$ cat config.mk
export PLATFORM = sky130hd
export DESIGN_NAME = pipe_skid_reg
export DESIGN_NICKNAME = d
export VERILOG_FILES = /design/src/rtl/pipe_skid_reg.sv
export SDC_FILE = /design/constraint.sdc
export NUM_CORES = 1
export LEC_CHECK = 0
export CAP_MARGIN = 0
export CORE_MARGIN = 5
export CORE_UTILIZATION = 50
export CTS_BUF_LIST = sky130_fd_sc_hd__clkbuf_8 sky130_fd_sc_hd__clkbuf_16
export DETAILED_ROUTE_END_ITERATION = 7
export GPL_TIMING_DRIVEN = 0
export PLACE_DENSITY = 0.8
export SETUP_SLACK_MARGIN = 0.1
export SYNTH_ARGS = -nofsm -noshare
export SYNTH_HDL_FRONTEND = slang
export SYNTH_SLANG_ARGS = --single-unit
$ cat constraint.sdc
create_clock -name clk -period 2.11 [get_ports clk]
set_input_delay 0.633 -clock clk [delete_from_list [all_inputs] [get_ports clk]]
set_output_delay 0.633 -clock clk [all_outputs]
set_load 0.005 [all_outputs]
$ cat src/rtl/pipe_skid_reg.sv
// Two-entry skid pipeline register.
//
// The main entry drives the outputs, and the skid entry catches the one beat
// that can arrive while downstream stalls. in_ready comes straight from a flop
// (!skid_valid), so there is no combinational path from out_ready back
// upstream.
//
//   state | meaning
//   ------+-----------------------------------------------------------
//   EMPTY | nothing held; out_valid=0, in_ready=1
//   ONE   | main entry holds a beat; skid is free, in_ready=1
//   TWO   | main and skid both hold beats; in_ready=0
//
// A flush squashes everything held and zeroes both entries. A beat that
// leaves on out_fire in the flush cycle has already been delivered. A beat
// offered on in_fire in the flush cycle is dropped.
//
// bubble_cnt counts the cycles where downstream was ready but there was
// nothing to give it. It saturates at its maximum value and clears only on
// reset.

module pipe_skid_reg #(
  parameter int CTRL_W = 4,
  parameter int DATA_W = 35,
  parameter int CNT_W  = 16
) (
  input  logic              clk,
  input  logic              rst_n,
  input  logic              flush,
  input  logic              in_valid,
  output logic              in_ready,
  input  logic [CTRL_W-1:0] in_ctrl,
  input  logic [DATA_W-1:0] in_data,
  output logic              out_valid,
  input  logic              out_ready,
  output logic [CTRL_W-1:0] out_ctrl,
  output logic [DATA_W-1:0] out_data,
  output logic [1:0]        occupancy,
  output logic [CNT_W-1:0]  bubble_cnt
);

  typedef enum logic [1:0] {
    ST_EMPTY = 2'd0,
    ST_ONE   = 2'd1,
    ST_TWO   = 2'd2
  } state_t;

  localparam logic [CNT_W-1:0] BUBBLE_MAX = '1;

  state_t              state;
  logic                main_valid;
  logic [CTRL_W-1:0]   main_ctrl;
  logic [DATA_W-1:0]   main_data;
  logic                skid_valid;
  logic [CTRL_W-1:0]   skid_ctrl;
  logic [DATA_W-1:0]   skid_data;
  logic [1:0]          occ_q;
  logic                in_fire;
  logic                out_fire;

  assign in_ready  = !skid_valid;
  assign out_valid = main_valid;
  assign out_data  = main_data;
  assign out_ctrl  = main_valid ? main_ctrl : '0;
  assign occupancy = occ_q;

  assign in_fire  = in_valid && in_ready;
  assign out_fire = out_valid && out_ready;

  // Occupancy state machine: moves beats between the input, main and skid.
  always_ff @(posedge clk or negedge rst_n) begin
    if (!rst_n) begin
      state      <= ST_EMPTY;
      occ_q      <= 2'd0;
      main_valid <= 1'b0;
      main_ctrl  <= '0;
      main_data  <= '0;
      skid_valid <= 1'b0;
      skid_ctrl  <= '0;
      skid_data  <= '0;
    end else if (flush) begin
      state      <= ST_EMPTY;
      occ_q      <= 2'd0;
      main_valid <= 1'b0;
      main_ctrl  <= '0;
      main_data  <= '0;
      skid_valid <= 1'b0;
      skid_ctrl  <= '0;
      skid_data  <= '0;
    end else begin
      case (state)
        ST_EMPTY: begin
          if (in_fire) begin
            main_valid <= 1'b1;
            main_ctrl  <= in_ctrl;
            main_data  <= in_data;
            state      <= ST_ONE;
            occ_q      <= 2'd1;
          end
        end
        ST_ONE: begin
          if (in_fire && out_fire) begin
            main_ctrl <= in_ctrl;
            main_data <= in_data;
          end else if (in_fire) begin
            skid_valid <= 1'b1;
            skid_ctrl  <= in_ctrl;
            skid_data  <= in_data;
            state      <= ST_TWO;
            occ_q      <= 2'd2;
          end else if (out_fire) begin
            // Data stays put so out_data keeps showing the last beat.
            main_valid <= 1'b0;
            state      <= ST_EMPTY;
            occ_q      <= 2'd0;
          end
        end
        ST_TWO: begin
          if (out_fire) begin
            main_ctrl  <= skid_ctrl;
            main_data  <= skid_data;
            skid_valid <= 1'b0;
            state      <= ST_ONE;
            occ_q      <= 2'd1;
          end
        end
        default: begin
          state      <= ST_EMPTY;
          occ_q      <= 2'd0;
          main_valid <= 1'b0;
          skid_valid <= 1'b0;
        end
      endcase
    end
  end

  // Saturating count of cycles where downstream was ready but starved.
  always_ff @(posedge clk or negedge rst_n) begin
    if (!rst_n) begin
      bubble_cnt <= '0;
    end else if (out_ready && !out_valid && !flush && (bubble_cnt != BUBBLE_MAX)) begin
      bubble_cnt <= bubble_cnt + 1'b1;
    end
  end

endmodule

==> results.cfg, run 1 <==
[run_status]
status = finished clean

[sta]
tightest_slew_ps = 486
fmax_ghz = 0.478
skew_ps = 10.1
setup_viol = 0
hold_violations = 0
relSlewSlack_pct = 67.6
period_minus_slack_ps = 2090
slew_violations = 0
rsz0062_at_grt = yes
hold_ws_ps = 226
fin_crit_sh_pct = 99.2

[global_route]
grt_pass1_vias = 3823
antenna_found_initial = 0
gr-total-overflow = 0
grt_usage_pct = 20.4
grt_max_degree = 64
grt_pass1_wl_um = 18700

[clock_tree]
cts-root-buf = clkbuf_8
htree_num_levels = 3
cts_sinks = 98
clockBufferDepth = 2
numCtsBuffers = 9
clkTransAtPathRegs_ps = 90
cts_tree = done
ctsHoldBuffers = 0
clock_latency_ps = 350

[synth]
synth_nets = 467
synthCells = 418
synth_ff_type = dfrtp_1
synth_top_area_share_pct = 54.8
yosysSeqAreaShare_pct = 54.8
synth.most_common_cell = dfrtp_1
syn_area_um2 = 4480
post_synth_num_cell_types = 42
ys_top_cells_by_area = dfrtp_1 55%, mux2i_1 8.7%, o2bb2ai_1 7.6%
synth_top_cell_by_area = dfrtp_1
synth_edf_count = 0
synthArstFlopShare_pct = 100
yosysWarnings = 0
synth-seq-cells = 98
avgSynthCellArea_um2 = 10.7
synth_common_cells = 98 x dfrtp_1, 85 x nand2_1, 45 x a21oi_1

[finish]
final_util_pct = 68.9
layoutNonFillerInstCount = 651
diodes = 0
area_growth_pct = 34.1
final_area_um2 = 6010
drive_above_1_share_pct = 13.3
layout.nets = 587

[power_and_ir_drop]
ir_drop_v = 0.000616
power.density_cell_area_nw_per_um2 = 1030
internal_power_mw = 4.14
power_switching_mw = 2.05
power_frac_seq_pct = 43.3
p_leak_nw = 2.55
p_clk_share_pct = 18.8
swShare_pct = 33.1
combinationalPowerShare_pct = 37.8

[setup_path]
cp-start-kind = register
ff2ff_path_depth = 7
cp_max_fo = 6
cp_data_required_time_ps = 1480
max_stage_delay_ps = 500
crit_arrival_ps = 1460
criticalPathCategory = register to primary output
crit_path_top_delay_cell = clkdlybuf4s50_1
critPathCaptureType = primary output
path_cells = and2_1 > clkdlybuf4s50_1

[floorplanning]
dieArea_um2 = 10900
io_pins = 103
start_util_pct = 51.3
fp.coreArea_um2 = 8720
die_y_um = 105
num_rows = 34
dieWidth_um = 105

[flow_run]
cap_viol_max_count = 0

[placed_design]
placed_area_um2 = 5660
place.detailed.hpwl_um = 7690
port_buffers = 102
place_inst = 629
gp_congestion = 0.905

[detailed_routing]
first_pass_iters = 4
totalWireLength_um = 11100
wl_per_cell_um = 17.0
drtAntennaViolNets = 0
vias = 3646
post-route-drc-count = 0
vias_per_cell = 5.60
drt_iter0_drc = 153

[hold_path]
hold_path.class = input port to asynchronous set/reset pin
per-layer routing:
metal / global-route usage (%) / vias up / share of wire, %
met5: 0 / - / 0
met3: 5.36 / 17 / 7.9
met4: 5.94 / 0 / 1.2
li1: - / 1718 / -
met1: 26.7 / 1773 / 43
met2: 33.6 / 138 / 48
what timing repair did:
| item | in CTS | in global routing |
|---|---|---|
| endpoints found under the setup margin | 38 | 84 |
| setup buffers | 3 | 3 |
| resized for setup | 10 | 49 |
| pin swaps | 0 | 1 |
cells in the final DEF (no fill, tap or decap), types with 2 or more instances in the layout:
master	instances
and2_4	2
nor3_1	4
dfrtp_2	11
clkbuf_2	12
o2bb2ai_1	38
a21oi_1	45
clkbuf_8	9
xor2_1	11
clkdlybuf4s50_1	98
nand4b_1	2
nand2_1	85
and3_1	6
inv_1	6
ha_1	4
clkbuf_1	5
nor2b_2	2
buf_6	3
nand2b_1	2
clkinvlp_4	3
and4_1	2
mux2_2	2
o21ai_0	2
dfrtp_1	87
nand3_1	5
and2_1	3
clkbuf_4	2
nor2_1	8
dlymetal6s2s_1	2
buf_4	10
mux2i_1	39
xnor2_1	3
nand4_1	7
kinds of logic (layout without fill, tap and decap cells):
logic type,after synthesis,in the layout,synth area share [%]
XOR/XNOR,14,14,2.74
multiplexers,42,42,9.56
AO/OA/AOI/OAI,93,93,13.9
flip-flops,98,98,54.8
AND/OR/NAND/NOR,137,137,14.9
adder cells (fa/ha/maj),5,5,1.40
buffers and inverters,29,154,2.74
per-stage QoR:
step | TNS, ps | power, mW | worst slack [ps]
after floorplan | 0 | 3.68 | 297
after global placement | -328140 | 4.80 | -3190
after detailed placement | -17420 | 4.87 | -311
after CTS | 0 | 6.09 | 9.52
after global routing | -19.1 | 6.60 | -19.1
final | 0 | 6.19 | 16.1
worst paths after layout:
| kind | slack (ps) | start | end |
|---|---|---|---|
| setup / recovery | 20 | out_valid$_DFFE_PN0P_ | out_ctrl[2] |
| hold / removal | 230 | rst_n | bubble_cnt[5]$_DFFE_PN0P_ |
| setup reg to reg | 190 | occupancy[0]$_DFFE_PN0P_ | out_data[13]$_DFFE_PN0P_ |
| hold reg to reg | 500 | out_data[18]$_DFFE_PN0P_ | out_data[18]$_DFFE_PN0P_ |
| max in group asynchronous | 1220 | rst_n | occupancy[0]$_DFFE_PN0P_ |
| min in group clk | 500 | out_data[18]$_DFFE_PN0P_ | out_data[18]$_DFFE_PN0P_ |
registers in the layout (all words and copies together), names as in the netlist:
| name | flops |
|---|---|
| out_valid | 1 |
| occupancy | 2 |
| skid_valid | 1 |
| skid_ctrl | 4 |
| main_ctrl | 4 |
| out_data | 35 |
| bubble_cnt | 16 |
| skid_data | 35 |
power groups by stage:
stage	clock (mW)	combinational (mW)	sequential, mW
6_report	1.17	2.34	2.68
5_1_grt	1.28	2.56	2.75
4_1_cts	1.19	2.23	2.68
3_5_place_dp	0	2.16	2.71
3_3_place_gp	0	2.11	2.70
2_1_floorplan	0	1.01	2.67
final cells by class:
class,count,area (um^2)
Clock buffer,9,124
Buffer,26,155
Tap cell,108,135
Fill cell,639,2720
Clock inverter,7,63.8
Sequential cell,98,2470
Multi-Input combinational cell,291,1960
Inverter,3,11.3
Timing Repair Buffer,109,1090
worst max-delay path, delay by kind of cell (launching register included):
kind | cells | cell delay, ps
buffers and inverters | 1 | 500
DFF | 1 | 450
and+or+nand+nor | 1 | 160
Note: power is estimated with default switching activity, not from simulation.
==> inputs of run 2 (changes only) <==
RECOVER_POWER = 50   (was default)
==> results.cfg, run 2 (synthesis results as in run 1) <==
[run_status]
status = finished clean

[placed_design]
place_inst = 629
gp_congestion = 0.905
pre_cts_slack_ps = -311
placed_area_um2 = 5660
port_buffers = 102
place.detailed.hpwl_um = 7690

[clock_tree]
clockBufferDepth = 2
clkTransAtPathRegs_ps = 90
clock_latency_ps = 350
htree_num_levels = 3
cts-root-buf = clkbuf_8
ctsHoldBuffers = 0
cts_tree = done
cts_sinks = 98
numCtsBuffers = 9

[sta]
skew_ps = 10.1
rsz0062_at_grt = yes
setup_slack_ps = 16.1
tightest_slew_ps = 940
fmax_ghz = 0.478
hold_ws_ps = 404
hold_violations = 0
slew_violations = 0
setup_viol = 0
fin_crit_sh_pct = 99.2
relSlewSlack_pct = 37.3
period_minus_slack_ps = 2090
finalSetupTns_ps = 0

[setup_path]
path_cells = and2_1 > clkdlybuf4s50_1
crit_path_top_delay_cell = clkdlybuf4s50_1
r2r_slack_ps = 190
max_stage_delay_ps = 500
crit_buf_inv = 1
criticalPathCategory = register to primary output
cp_data_required_time_ps = 1480
path_delay_family = buffers and inverters
cp_max_fo = 6
cp-start-kind = register
critPathCaptureType = primary output
crit_arrival_ps = 1460

[finish]
final_common_cell = clkdlybuf4s50_1
drive_above_1_share_pct = 13.1
fillers = 640
layout.nets = 587
final_util_pct = 68.8
mostFrequentLayoutCells = 98 x clkdlybuf4s50_1, 87 x dfrtp_1, 85 x nand2_1
area_growth_pct = 34.0
final_area_um2 = 6000
layoutNonFillerInstCount = 651
diodes = 0

[power_and_ir_drop]
p_leak_nw = 2.54
power.density_cell_area_nw_per_um2 = 1030
ir_drop_v = 0.000616
p_total_mw = 6.19

[global_route]
grt_pass1_vias = 3823
grt_max_degree = 64
antenna_found_initial = 0
grt_usage_pct = 20.4
grt_pass1_wl_um = 18700
gr-total-overflow = 0

[floorplanning]
fp.coreArea_um2 = 8720
dieArea_um2 = 10900
die_y_um = 105
dieWidth_um = 105
num_rows = 34
io_pins = 103
start_util_pct = 51.3

[detailed_routing]
totalWireLength_um = 11100
vias_per_cell = 5.61
drtAntennaViolNets = 0
first_pass_iters = 4
wl_per_cell_um = 17.0
post-route-drc-count = 0
vias = 3651
drt_iter0_drc = 154

[flow_run]
cap_viol_max_count = 0

[hold_path]
hold_path.class = input port to asynchronous set/reset pin
run 2: cell types whose count changed in the layout (fill, tap and decap cells not counted):
cell,change
buf_4,-1
clkbuf_1,+1
run 2: layout make-up:
| type | instances | area [um^2] | area share (%) |
|---|---|---|---|
| multi-input combinational | 291 | 1960 | 32.6 |
| clock buffer | 9 | 124 | 2.06 |
| clock inverter | 7 | 63.8 | 1.06 |
| tap | 108 | 135 | 2.25 |
| timing repair buffer | 109 | 1090 | 18.2 |
| sequential | 98 | 2470 | 41.1 |
| buffer | 26 | 154 | 2.56 |
| inverter | 3 | 11.3 | 0.188 |
run 2: metal layers:
metal / part of all wire (%) / global-route usage, % / vias to the layer above
li1: - / - / 1719
met1: 42 / 26.7 / 1775
met2: 48 / 33.6 / 140
met3: 8.0 / 5.36 / 17
met4: 1.2 / 5.94 / 0
met5: 0 / 0 / -
run 2: where the power goes:
| part | switching (mW) | leakage (nW) | total, mW | internal [mW] |
|---|---|---|---|---|
| registers | 0.344 | 1.31 | 2.68 | 2.34 |
| logic | 1.08 | 1.13 | 2.34 | 1.26 |
| clock network | 0.631 | 0.0953 | 1.17 | 0.536 |
| total | 2.05 | 2.54 | 6.19 | 4.14 |
run 2: final timing paths:
| kind | start | endpoint | cells after the start |
|---|---|---|---|
| setup / recovery | out_valid$_DFFE_PN0P_ | out_ctrl[2] | 2 |
| min in group clk | out_data[18]$_DFFE_PN0P_ | out_data[18]$_DFFE_PN0P_ | 1 |
| hold reg to reg | out_data[18]$_DFFE_PN0P_ | out_data[18]$_DFFE_PN0P_ | 1 |
| hold / removal | rst_n | bubble_cnt[5]$_DFFE_PN0P_ | 1 |
| setup reg to reg | occupancy[0]$_DFFE_PN0P_ | out_data[13]$_DFFE_PN0P_ | 7 |
| max in group asynchronous | rst_n | occupancy[0]$_DFFE_PN0P_ | 2 |
run 2: worst register-to-register path: cells and delay by family (launching register included):
family,cells,cell delay [ps]
AOI/OAI and AO/OA,2,350
and+or+nand+nor,1,360
DFF,1,420
buffers and inverters,3,440
adders and majority gates,1,280
run 2: timing repair:
action,CTS,global route
pin swaps,0,1
endpoints found under the hold margin,0,0
gates resized for setup,10,49
setup endpoints to repair,38,84
cloned,0,0
buffers inserted,3,3
==> inputs of run 3 (changes only) <==
ABC_CLOCK_PERIOD_IN_PS = 2110   (was default)
CORE_MARGIN = default   (was 5)
CTS_CLUSTER_SIZE = 12   (was default)
==> results.cfg, run 3 (synthesis results as in run 1) <==
[sta]
finalSetupTns_ps = 0
relSlewSlack_pct = 34.1
rsz0062_at_grt = yes
fin_crit_sh_pct = 98.8
skew_ps = 14.4
setup_viol = 0
hold_violations = 0
tightest_slew_ps = 988
fmax_ghz = 0.480
slew_violations = 0
period_minus_slack_ps = 2090

[clock_tree]
clockBufferDepth = 2
cts_sinks = 98
cts_tree = done
numCtsBuffers = 9
cts-root-buf = clkbuf_8
clock_latency_ps = 360
htree_num_levels = 3
ctsHoldBuffers = 0
clkTransAtPathRegs_ps = 90

[setup_path]
rr_endpoint = bubble_cnt[1]$_DFFE_PN0P_
r2r_slack_ps = 140
crit_arrival_ps = 1450
ff2ff_path_depth = 5
cp_max_fo = 6
cp_data_required_time_ps = 1480
critPathCaptureType = primary output
criticalPathCategory = register to primary output
cp-start-kind = register
timing.rr.start = bubble_cnt[0]$_DFFE_PN0P_

[finish]
area_growth_pct = 34.6
drive_above_1_share_pct = 13.9
diodes = 0
mostFrequentLayoutCells = 97 x clkdlybuf4s50_1, 87 x dfrtp_1, 85 x nand2_1
layout.nets = 591
final_area_um2 = 6030
final_common_cell = clkdlybuf4s50_1
final_util_pct = 69.5
layoutNonFillerInstCount = 654

[floorplanning]
die_y_um = 96.6
fp.coreArea_um2 = 8680
dieArea_um2 = 9340
num_rows = 34
start_util_pct = 51.6
io_pins = 103
dieWidth_um = 96.6

[placed_design]
port_buffers = 102
gp_congestion = 0.877
place.detailed.hpwl_um = 7290
placed_area_um2 = 5660
place_inst = 629

[power_and_ir_drop]
p_total_mw = 6.24
p_leak_nw = 2.55
power.density_cell_area_nw_per_um2 = 1040
ir_drop_v = 0.000542

[detailed_routing]
post-route-drc-count = 0
vias_per_cell = 5.57
drtAntennaViolNets = 0
wl_per_cell_um = 16.6
drt_iter0_drc = 223
totalWireLength_um = 10900
first_pass_iters = 4
vias = 3644

[run_status]
status = finished clean

[global_route]
gr-total-overflow = 0
grt_pass1_vias = 3640
grt_usage_pct = 23.9
antenna_found_initial = 0
grt_pass1_wl_um = 18100
grt_max_degree = 63

[hold_path]
hold_path.class = input port to asynchronous set/reset pin

[flow_run]
cap_viol_max_count = 0
## run 3: metal layers
metal	vias to the layer above	track usage, %	wire, um
met5	-	0	0
met4	0	9.07	170
met3	15	4.91	497
met2	104	37.0	5280
met1	1806	33.4	4940
li1	1719	-	-
## run 3: how the worst max path moves through the flow
stage	to	from	slack, ps
after global routing	out_ctrl[3]	out_valid$_DFFE_PN0P_	-10
final	out_ctrl[3]	out_valid$_DFFE_PN0P_	20
after global placement	out_data[3]$_DFFE_PN0P_	rst_n	-3150
after CTS	out_ctrl[0]	out_valid$_DFFE_PN0P_	-40
after floorplan	out_data[10]$_DFFE_PN0P_	occupancy[0]$_DFFE_PN0P_	300
after detailed placement	out_data[13]$_DFFE_PN0P_	flush	-390
## run 3: timing repair
| item | CTS | global route |
|---|---|---|
| gates resized for setup | 14 | 40 |
| buffers inserted | 1 | 9 |
| endpoints found under the setup margin | 39 | 88 |
| pin swaps | 1 | 2 |
## run 3: where the power goes
group	internal (mW)	switching, mW	total [mW]
combinational	1.25	1.07	2.32
clock	0.583	0.657	1.24
sequential	2.34	0.343	2.68
## run 3: metrics by stage
step	worst slack (ps)	hold WS (ps)
3_3_place_gp	-3150	464
5_1_grt	-9.93	491
3_5_place_dp	-386	472
2_1_floorplan	297	337
4_1_cts	-44.8	242
6_report	24.8	423
## run 3: critical path, stage by stage (launching register included)
cell	delay, ps
dfrtp_2	450
and2_4	170
clkdlybuf4s50_1	490
## run 3: layout make-up
| cell class | count | area [um^2] |
|---|---|---|
| fillers | 680 | 2650 |
| flip-flops and latches | 98 | 2470 |
| multi-input cells | 291 | 1950 |
| repair buffers | 113 | 1120 |
| plain buffers | 26 | 148 |
| clock buffers | 10 | 138 |
| well taps | 108 | 135 |
| clock inverters | 5 | 63.8 |
| inverters | 3 | 11.3 |
==> patch: new RTL, settings of run 2 <==
The 3 states of `state_t` get a one-hot encoding in 3 bits.
--- a/src/rtl/pipe_skid_reg.sv
+++ b/src/rtl/pipe_skid_reg.sv
@@ -39,10 +39,10 @@
   output logic [CNT_W-1:0]  bubble_cnt
 );
 
-  typedef enum logic [1:0] {
-    ST_EMPTY = 2'd0,
-    ST_ONE   = 2'd1,
-    ST_TWO   = 2'd2
+  typedef enum logic [2:0] {
+    ST_EMPTY = 3'b001,
+    ST_ONE   = 3'b010,
+    ST_TWO   = 3'b100
   } state_t;
 
   localparam logic [CNT_W-1:0] BUBBLE_MAX = '1;
Behaviour: same outputs for any inputs over 4 cycles, from zero or initial values and one cycle with rst_n low; so few cycles prove little.
==> patch against run 2 <==
- the flow now finishes with violations (setup timing)
- critical path type is now flop to flop
- count of clock-buffer cells in the layout unchanged
- synthesized cell count increased by 22%
- design area increased by 9.1%
- sequential cell count increased by 1
- area after synthesis increased by 5.3%
- routed wire length increased by 13%
- non-clock buffer count increased by 19
- global-route usage increased by 0.65 points
- first-iteration DRC count increased by 69%
- via count increased by 14%
- utilization increased by 2.0 points
- setup slack got worse by 0.037 ns
Power is not compared: it rests on default switching activity, and its combinational part moved more than twofold at a synthesized area within 25%.
==> patch: results (changes against run 2) <==
| Metric | Value |
|---|---|
| Worst Setup Slack post-DPL | `-0.6808 ns (-0.3695 ns)` |
| Clock Tree Root | `sky130_fd_sc_hd__clkbuf_8` |
| Placed cell count | `740 (+18%)` |
| Wire length of the first global-routing pass | `19.69 mm (+5.4%)` |
| Worst hold slack | `0.5161 ns (+0.1125 ns)` |
| Fin Clk Skew | `0.009791 ns (-0.0003385 ns)` |
| Share of layout cells above drive strength 1 | `18.10% (+5.0 points)` |
| Post-Synthesis Net Count | `553 (+18%)` |
| Post-DP HPWL | `8.361 mm (+8.7%)` |
| Via count | `4170 (+14%)` |
| Run status | `finished, violations left` |
| Post-DR wirelength/cell | `16.22 um (-4.7%)` |
| Critical path arrival | `2.38 ns (+0.92 ns)` |
| Final cell utilization of the core | `70.87% (+2.0 points)` |
| Placed cell area | `5958 sq um (+5.3%)` |
| Number of setup violations in the final report | `19 (+19)` |
| Worst slew slack as a fraction of its limit | `17.63% (-20 points)` |
| # fillers | `646 (+0.94%)` |
| Netlist cell types | `42 (unchanged)` |
| Origin of the critical flop-to-flop path | `state[0]` |
| Placer congestion estimate | `0.8551 (-5.5%)` |
| Maximum number of pins on one net before global-route repair | `53 (-17%)` |
| Most area-consuming cells after synthesis | `sky130_fd_sc_hd__dfrtp_1 52%, sky130_fd_sc_hd__nand2_1 13%, sky130_fd_sc_hd__mux2_2 10%, sky130_fd_sc_hd__a21oi_1 8.7%, sky130_fd_sc_hd__clkbuf_1 1.5%` |
| Sequential element share of the synthesized area | `52.55% (-2.2 points)` |
| End of the worst register-to-register path | `out_data[22]` |
| Violations in the final reports | `setup timing` |
| Initial drt markers | `261 (+69%)` |
| Synthesized instance count | `508 (+22%)` |
| GR Util All Layers | `21.04% (+0.65 points)` |
| Top cells by count, synth | `167 x sky130_fd_sc_hd__nand2_1, 98 x sky130_fd_sc_hd__dfrtp_1, 82 x sky130_fd_sc_hd__a21oi_1, 43 x sky130_fd_sc_hd__mux2_2, 19 x sky130_fd_sc_hd__clkbuf_1` |
| Layout Cells excl Fill | `770 (+18%)` |
| Drt pass-1 iters | `5 (+1)` |
| Final setup slack of the worst path | `-0.02078 ns (-0.03686 ns)` |
==> patch: cell types whose count changed in the layout (fill, tap and decap cells not counted), sizes merged, moves of 4 or more <==
cell,delta
a21oi,+37
buf,+12
clkbuf,+9
clkdlybuf4s50,-8
ha,-4
mux2,+40
mux2i,-38
nand2,+81
nand3,+5
o2bb2ai,-39
==> patch: logic make-up after synthesis <==
kind of cell | after synthesis | share of synthesized area (%)
compound gates | 93 | 10.45
flops | 99 | 52.55
xor+xnor | 12 | 2.228
fa+ha+maj | 1 | 0.2652
mux | 44 | 10.48
buf+inv | 38 | 3.581
simple gates | 221 | 20.45
==> patch: how the worst max path moves through the flow <==
stage,start,to,slack [ns],depth (start not counted)
global placement,rst_n,bubble_cnt[15],-3.23,1
CTS,out_valid,out_ctrl[3],0.05,4
finish,state[0],out_data[22],-0.02,7
floorplan,flush,bubble_cnt[13],-0.01,6
global route,state[0],out_data[25],-0.06,7
detailed placement,flush,out_data[15],-0.68,7
==> patch: cell type report <==
class / instances / share of cell area, %
buffer: 35 / 3.535
clock inverter: 6 / 0.6496
timing repair buffer: 119 / 18.84
sequential: 99 / 37.91
inverter: 2 / 0.1146
tap: 129 / 2.465
clock buffer: 9 / 1.891
multi-input combinational: 371 / 34.60
==> patch: worst max-delay path, cell delays in order, from the launching register on <==
cell                        delay, ns
sky130_fd_sc_hd__dfstp_1         0.45
sky130_fd_sc_hd__buf_4           0.17
sky130_fd_sc_hd__and4b_1         0.33
sky130_fd_sc_hd__nor2_4          0.07
sky130_fd_sc_hd__o311ai_4        0.34
sky130_fd_sc_hd__buf_6           0.20
sky130_fd_sc_hd__clkbuf_16       0.16
sky130_fd_sc_hd__mux2_4          0.29
==> patch: what timing repair did <==
item | CTS | global route
setup buffers | 5 | 8
endpoints found under the setup margin | 99 | 92
resized for setup | 25 | 81
cloned | 0 | 3
hold buffers | 0 | 0
pin swaps | 3 | 5
==> patch: power by group through the flow <==
| stage | Clock [mW] | Sequential, mW | Combinational, mW |
|---|---|---|---|
| floorplan | 0 | 2.21 | 0.325 |
| global placement | 0 | 2.21 | 0.813 |
| detailed placement | 0 | 2.22 | 0.837 |
| CTS | 1.10 | 2.19 | 0.867 |
| global route | 1.19 | 2.22 | 1.07 |
| finish | 1.09 | 2.19 | 1.00 |
==> patch: routing by layer <==
metal	vias to the layer above	part of all wire (%)	GRT usage, %
li1	1949	-	-
met1	2052	44	27.01
met2	152	49	35.21
met3	17	5.6	3.974
met4	0	1.5	8.128
met5	-	0	0
